### src/rtl/core_v2.sv
// core_v2: multi-cycle RV32I-subset core, one FETCH and one EXEC cycle per instruction.
// Define CORE_V2_BRANCH_EN to add BEQ/BNE/BLT/BGE/BLTU/BGEU and JAL.
module core_v2 #(
   parameter int                NREGS    = 32,
   parameter int                ADDR_W   = 32,
   parameter logic [ADDR_W-1:0] RESET_PC = '0,
   parameter int                CNT_W    = 32
) (
   input  logic              clk,
   input  logic              rst_n,
   output logic              imem_req,
   output logic [ADDR_W-1:0] imem_addr,
   input  logic              imem_ack,
   input  logic [31:0]       imem_rdata,
   input  logic [ADDR_W-1:0] last_pc,
   output logic              halted,
   output logic              illegal,
   output logic              retire,
   output logic [CNT_W-1:0]  instret
);

   localparam int         RI_W    = $clog2(NREGS);
   localparam logic [5:0] NREGS_L = 6'(NREGS);
   localparam logic [6:0] OPC_OPIMM = 7'h13;
   localparam logic [6:0] OPC_OP    = 7'h33;
   localparam logic [6:0] OPC_LUI   = 7'h37;
   localparam logic [6:0] OPC_SYS   = 7'h73;
`ifdef CORE_V2_BRANCH_EN
   localparam logic [6:0] OPC_BR    = 7'h63;
   localparam logic [6:0] OPC_JAL   = 7'h6F;
`endif

   typedef enum logic [1:0] {FETCH, EXEC, HALT} state_t;

   state_t            state;
   logic [ADDR_W-1:0] pc;
   logic [31:0]       ir;
   logic [31:0]       rf [NREGS];

   logic [6:0]  opc, f7;
   logic [2:0]  f3;
   logic [4:0]  rd, rs1, rs2;
   logic        rd_ok, rs1_ok, rs2_ok;
   logic [31:0] rs1_v, rs2_v, imm_i, alu_b, alu_res, wb_val;
   logic        legal, wr_en, brk;
   logic [ADDR_W-1:0] pc_inc, pc_nxt;

   assign opc = ir[6:0];
   assign rd  = ir[11:7];
   assign f3  = ir[14:12];
   assign rs1 = ir[19:15];
   assign rs2 = ir[24:20];
   assign f7  = ir[31:25];

   // Index checks only matter for RV32E; with 32 registers they are always true.
   assign rd_ok  = {1'b0, rd}  < NREGS_L;
   assign rs1_ok = {1'b0, rs1} < NREGS_L;
   assign rs2_ok = {1'b0, rs2} < NREGS_L;

   assign rs1_v = (rs1 == 5'd0 || !rs1_ok) ? '0 : rf[rs1[RI_W-1:0]];
   assign rs2_v = (rs2 == 5'd0 || !rs2_ok) ? '0 : rf[rs2[RI_W-1:0]];
   assign imm_i = {{20{ir[31]}}, ir[31:20]};
   assign alu_b = (opc == OPC_OP) ? rs2_v : imm_i;
   assign pc_inc = pc + ADDR_W'(1);

   assign imem_addr = pc;
   // Legality is known only once IR is decoded, so retire is a decode of EXEC.
   assign retire = (state == EXEC) && legal;

   always_comb begin
      alu_res = '0;
      case (f3)
         3'b000: alu_res = (opc == OPC_OP && f7[5]) ? rs1_v - alu_b : rs1_v + alu_b;
         3'b001: alu_res = rs1_v << alu_b[4:0];
         3'b010: alu_res = {31'b0, $signed(rs1_v) < $signed(alu_b)};
         3'b011: alu_res = {31'b0, rs1_v < alu_b};
         3'b100: alu_res = rs1_v ^ alu_b;
         3'b101: alu_res = f7[5] ? 32'($signed(rs1_v) >>> alu_b[4:0]) : rs1_v >> alu_b[4:0];
         3'b110: alu_res = rs1_v | alu_b;
         3'b111: alu_res = rs1_v & alu_b;
         default: alu_res = '0;
      endcase
   end

`ifdef CORE_V2_BRANCH_EN
   logic signed [31:0] imm_b, imm_j;
   logic [ADDR_W-1:0]  br_tgt, jal_tgt;
   logic               br_take;

   // Targets are word addresses, so the byte offset is scaled down by 4.
   assign imm_b   = {{20{ir[31]}}, ir[7], ir[30:25], ir[11:8], 1'b0};
   assign imm_j   = {{12{ir[31]}}, ir[19:12], ir[20], ir[30:21], 1'b0};
   assign br_tgt  = pc + ADDR_W'(imm_b >>> 2);
   assign jal_tgt = pc + ADDR_W'(imm_j >>> 2);

   always_comb begin
      br_take = 1'b0;
      case (f3)
         3'b000: br_take = rs1_v == rs2_v;
         3'b001: br_take = rs1_v != rs2_v;
         3'b100: br_take = $signed(rs1_v) <  $signed(rs2_v);
         3'b101: br_take = $signed(rs1_v) >= $signed(rs2_v);
         3'b110: br_take = rs1_v <  rs2_v;
         3'b111: br_take = rs1_v >= rs2_v;
         default: br_take = 1'b0;
      endcase
   end
`endif

   always_comb begin
      legal  = 1'b0;
      wr_en  = 1'b0;
      brk    = 1'b0;
      wb_val = alu_res;
      pc_nxt = pc_inc;
      case (opc)
         OPC_OPIMM: begin
            wr_en = 1'b1;
            legal = rd_ok && rs1_ok &&
                    ((f3 == 3'b001) ? (f7 == 7'h00) :
                     (f3 == 3'b101) ? (f7 == 7'h00 || f7 == 7'h20) : 1'b1);
         end
         OPC_OP: begin
            wr_en = 1'b1;
            legal = rd_ok && rs1_ok && rs2_ok &&
                    (f7 == 7'h00 || (f7 == 7'h20 && (f3 == 3'b000 || f3 == 3'b101)));
         end
         OPC_LUI: begin
            wr_en  = 1'b1;
            legal  = rd_ok;
            wb_val = {ir[31:12], 12'b0};
         end
         OPC_SYS: begin
            legal = (ir == 32'h0010_0073);
            brk   = legal;
         end
`ifdef CORE_V2_BRANCH_EN
         OPC_BR: begin
            legal = rs1_ok && rs2_ok && (f3[2:1] != 2'b01);
            if (br_take) pc_nxt = br_tgt;
         end
         OPC_JAL: begin
            wr_en  = 1'b1;
            legal  = rd_ok;
            wb_val = 32'(pc_inc);
            pc_nxt = jal_tgt;
         end
`endif
         default: legal = 1'b0;
      endcase
   end

   always_ff @(posedge clk or negedge rst_n) begin
      if (!rst_n) begin
         state    <= FETCH;
         pc       <= RESET_PC;
         ir       <= '0;
         instret  <= '0;
         halted   <= 1'b0;
         illegal  <= 1'b0;
         imem_req <= 1'b1;
         for (int i = 0; i < NREGS; i++) rf[i] <= '0;
      end else begin
         case (state)
            FETCH: if (imem_ack) begin
               ir       <= imem_rdata;
               imem_req <= 1'b0;
               state    <= EXEC;
            end
            EXEC: if (!legal) begin
               state   <= HALT;
               halted  <= 1'b1;
               illegal <= 1'b1;
            end else begin
               if (wr_en && rd != 5'd0) rf[rd[RI_W-1:0]] <= wb_val;
               instret <= instret + CNT_W'(1);
               // The last-pc check uses the executed pc, not the branch target.
               if (brk || pc == last_pc) begin
                  state  <= HALT;
                  halted <= 1'b1;
               end else begin
                  pc       <= pc_nxt;
                  imem_req <= 1'b1;
                  state    <= FETCH;
               end
            end
            default: ;
         endcase
      end
   end

endmodule
### config.mk
export PLATFORM = sky130hd
export DESIGN_NAME = core_v2
export DESIGN_NICKNAME = d
export VERILOG_FILES = /design/src/rtl/core_v2.sv
export SDC_FILE = /design/constraint.sdc
export NUM_CORES = 1
export LEC_CHECK = 0
export ABC_AREA = 1
export CORE_MARGIN = 2
export CORE_UTILIZATION = 40
export CTS_BUF_LIST = sky130_fd_sc_hd__clkbuf_16
export DETAILED_ROUTE_END_ITERATION = 8
export MAX_ROUTING_LAYER = met4
export PLACE_DENSITY_LB_ADDON = 0.2
export SLEW_MARGIN = 10
export SYNTH_ARGS = -nofsm -noshare
export SYNTH_HDL_FRONTEND = slang
export SYNTH_SLANG_ARGS = --single-unit
### constraint.sdc
create_clock -name clk -period 2 [get_ports clk]
set_input_delay 0.4 -clock clk [delete_from_list [all_inputs] [get_ports clk]]
set_output_delay 0.4 -clock clk [all_outputs]
set_load 0.01 [all_outputs]
# Yosys cells after proc, flatten, opt, wreduce, memory -nomap -nowiden
# Cells that the tools add are included.
# totals
ff_bits	101
latch_bits	0
mem_bits_rw	0
romBits	0
inputBits	67
out_inout_bits	68
elab_cells	56
n_memories	0
# op_classes
add_sub_neg	2
n_mul	0
div_mod_pow	0
order_cmp	0
n_eq_ne	14
shifts	0
muxes	14
bitwise_logic	2
reduce_logical	17
# op_table
op	n
$add A32 B1 Y32 const B	2
$eq A32 B21 Y1 const B	1
$eq A32 B32 Y1	1
$eq A7 B6 Y1 const B	3
$reduce_and A2 Y1	5
$mux W1	8
$eq A7 B5 Y1 const B	1
$eq A7 B7 Y1 const B	1
$logic_not A7 Y1	1
$mux W2	3
$ne A2 B2 Y1 const B	3
$logic_or A1 B1 Y1	4
$pmux W1 S4	1
$pmux W2 S2	1
$reduce_and A4 Y1	1
$eq A3 B1 Y1 const B	1
$eq A3 B3 Y1 const B	1
$logic_not A3 Y1	1
$reduce_and A3 Y1	1
$eq A2 B1 Y1 const B	1
$logic_and A1 B1 Y1	2
$logic_not A2 Y1	1
$ne A2 B1 Y1 const B	1
$not A1 Y1	2
other kinds (2)	2

# Longest topological paths before layout
# logic_depth
depth_word	7
ltp_mapped	14
depth_no_buf	12

# Least setup slack after synthesis
# Ideal clock, no wire load.
# synth_path
path_type	reg-to-output
start	reg ir[29]
end	out retire
arrival_time_ns	1.292
t_required_ns	1.600
setup_slack_ns	0.308
path_stages_with_launch	11
n_path_buf	1
path_cell_list	dfrtp_1 -> nor2_1 -> nand2_1 -> nor2_1 -> nand2_1 -> nand2_1 -> nand2_1 -> nand2_1 -> nor2_2 -> nor2_8 -> buf_2
# synth_between
elab_chain_len	6
word_cells_on_any_way	10
classes_between	eq/ne: 2; mux: 3; reduce/logical: 5
# synth_lines
element	line_no	text
start, declared	37	logic [31:0] ir;
start signal, assigned	166	ir <= imem_rdata;
$eq A7 B6 Y1 / $logic_not A7 Y1 (equally long branches)	121, 126, 120	
$logic_or A1 B1 Y1	121	(f3 == 3'b101) ? (f7 == 7'h00 || f7 == 7'h20) : 1'b1);
$mux W1	121	
$mux W1	120	((f3 == 3'b001) ? (f7 == 7'h00) :
$pmux W1 S4 (*)	116	case (opc)
$logic_and A1 B1 Y1 (*)	68	assign retire = (state == EXEC) && legal;
end, declared	18	output logic retire,
# Mark *: on every way between the ends. The rest lies on a longest branch, timed or not.

# Worst setup path after layout
# Same ends and word-level chain as after synthesis.

==> reports/summary.txt <==
Worst EP required: 1.60 ns
Peak VDD IR: 0.0003858 V
worst slew pin tran: 0.4354 ns
wire length of the first global-routing pass: 28.58 mm
Ant. Diodes: 0
I/O Buffers: 134
Worst Path Arrival: 1.61 ns
Max Fclk: 0.4984 GHz
Setup-failing EPs final: 1
Tot GR Track Use: 0.2216
post-layout util: 0.5578
clk sink count: 101
clk slew on worst S/H paths: 0.07 ns
number of remaining DRC errors: 0
number of global-route vias before repair: 5870
IO Count: 135
Gate Count Post-Synth: 949
synthesized net count: 1018
clock root buffer: clkbuf_16
Initial Util: 0.4126
Clock Skew: 0.005884 ns
CP Launch Type: flop
Worst path max stage delay: 0.40 ns
outcome: complete, but fails checks
synthesized area: 6319 um^2
Final period util: 1.003
Detail Placement HPWL: 13.46 mm
power per cell area: 468.4 nW/um^2
final hold vios: 8
gr ovfl total: 0
critical path peak fanout: 3
share of cells above drive strength 1: 0.07041
depth of the CTS H-tree: 3
WL/cell: 13.11 um
Crit path top cell by count: nand2_1
Final min period: 2.006 ns
buffers and inverters on the worst path: 1
Net count, final: 1186
starting DRC count in detailed routing: 419
Synth cell types: 31
Seq/Total Area, Yosys: 0.4002
fillcell total: 1470
Longest Clk Path Bufs: 2
Syn Area/Cell: 6.658 um^2
P&R area growth vs syn: 35.21%
Max Cap Violations: 0
Vert. Die Dim: 129.7 um
total power: 4.002 mW
leakage power: 4.260 nW
via count: 6264
area share of the largest cell type after synthesis: 0.3960
router iterations before antenna repair: 8
RSZ-0062 raised after global routing: true
Final WS setup: -0.006472 ns
non-filler instance count after layout: 1333
Clk Latency, worst-skew pair: 0.35 ns
Slowest cell on crit path: dfrtp_1
largest net degree at the start of global routing: 49
final WL: 17.48 mm
Synth area leader: dfrtp_1
die area: 16820 um^2
initial antenna violation count: 0
register bit total from synthesis: 101
CP Cell Sequence: nor2_2 -> nand2_1 -> nor2_2 -> nand2_1 -> nand2_1 -> nand2_1 -> nand2_2 -> nor2_4 -> nor2_8 -> buf_6
Hold Crit Class: input port to asynchronous set/reset pin
CTS tree: yes
endpoint class of the critical path: output port
FP Rows: 45
die width: 129.7 um
GPL Wtd Cong: 0.9464
vias per inst: 4.699
Max Slew Vio Count: 0
failing checks: hold timing, setup timing
Yosys Warn Count: 0
CORE AREA: 15310 um^2
# placed instances: 1316
CP top delay family: simple AND/OR/NAND/NOR gates
top cells by area, synth: dfrtp_1 (40%), nand2_1 (25%), nor2_1 (6.2%), inv_1 (6.0%), xor2_1 (5.5%)
setup tns final: -0.006472 ns
worst-case hold slack: -0.008523 ns
most common cell after layout, fill and taps aside: nand2_1
Rel. slew slack: 0.7098
commonest non-fill, non-tap cells in the layout: nand2_1 (417), clkdlybuf4s50_1 (132), inv_1 (103), nor2_1 (102), dfrtp_1 (100)
DRT antenna net count: 0
critical path class: flop to output port
total CTS buffers: 9
==> final cells by class <==
type                       instances  area, um^2  share of cell area
clock buffer                       9       225.2             0.02636
clock inverter                     7       58.81            0.006883
inverter                         104       390.4             0.04569
multi-input combinational        721        3288              0.3849
sequential                       101        2529              0.2960
tap                              211       264.0             0.03090
timing repair buffer             180        1788              0.2093
==> state kept, by name, indices dropped and copies added (netlist names) <==
| signal | flops |
|---|---|
| state | 2 |
| imem_addr | 32 |
| ir | 32 |
| halted | 1 |
| instret | 32 |
| illegal | 1 |
| imem_req | 1 |
==> per-layer routing <==
metal  global-route usage  part of all wire  vias up  wire length [um]
li1                     -                 -     3243                 -
met5                    -                 0        -                 0
met4              0.07400             0.022        0               393
met2               0.3560              0.46      175              8070
met1               0.2905              0.46     2819              8113
met3              0.02931             0.052       27               903
==> kinds of logic after synthesis <==
kind of cell | count (synthesis) | synth area share
AO/OA/AOI/OAI | 29 | 0.02336
XOR/XNOR | 56 | 0.07762
adder cells (fa/ha/maj) | 2 | 0.003960
buffers and inverters | 127 | 0.08178
flip-flops | 101 | 0.4002
AND/OR/NAND/NOR | 634 | 0.4131
==> what timing repair did <==
action / 4_1_cts / 5_1_grt
gates resized for setup: 12 / 3
setup endpoints to repair: 57 / 58
endpoints found under the hold margin: 0 / 0
setup buffers: 1 / 0
hold buffers: 0 / 0
pin swaps: 6 / 3
==> report_power, final <==
| group | internal (mW) | switching, mW |
|---|---|---|
| Sequential | 2.04 | 0 |
| Clock | 0.953 | 0.772 |
| Combinational | 0.140 | 0.0946 |
==> stage by stage <==
step | instance area (um^2) | setup slack [ns] | hold slack [ns]
floorplan | 6319 | 0.3084 | 0.1044
global placement | 8220 | -0.1605 | 0.3746
detailed placement | 8220 | -0.1847 | 0.3749
CTS | 8533 | -0.04623 | 0.002634
global route | 8543 | -0.1718 | 0.02353
finish | 8543 | -0.006472 | -0.008523
==> Yosys cell counts <==
cell type / count
nor2_4: 1
nand3_2: 2
nor2_8: 1
buf_6: 3
clkbuf_2: 1
dfrtp_1: 100
nand2_4: 1
nor3b_1: 3
nand4_1: 11
nor3_1: 33
nor2_2: 2
buf_2: 13
o21bai_1: 1
xnor2_1: 16
nand3b_1: 2
a21oi_1: 1
nor3_4: 1
clkbuf_1: 6
dfstp_2: 1
ha_1: 2
inv_2: 3
inv_1: 101
nor3_2: 1
xor2_1: 40
nand3_1: 51
o21ai_1: 1
nor2_1: 105
nor4_2: 1
nor4_1: 1
nand2_1: 418
o21ai_0: 26
==> final timing paths <==
kind / startpoint / to / slack, ns / cells after the start
max in group asynchronous: rst_n / ir[15]$_DFFE_PN0P_ / 1.40 / 2
max: ir[29]$_DFFE_PN0P_ / retire / -0.006 / 10
min: rst_n / ir[18]$_DFFE_PN0P_ / -0.009 / 1
max reg2reg: ir[29]$_DFFE_PN0P_ / instret[19]$_DFFE_PN0P_ / 0.09 / 14
min reg2reg: halted$_DFFE_PN0P_ / halted$_DFFE_PN0P_ / 0.46 / 2
min in group clk: halted$_DFFE_PN0P_ / halted$_DFFE_PN0P_ / 0.46 / 2
Power figures use the tool's default switching activity.
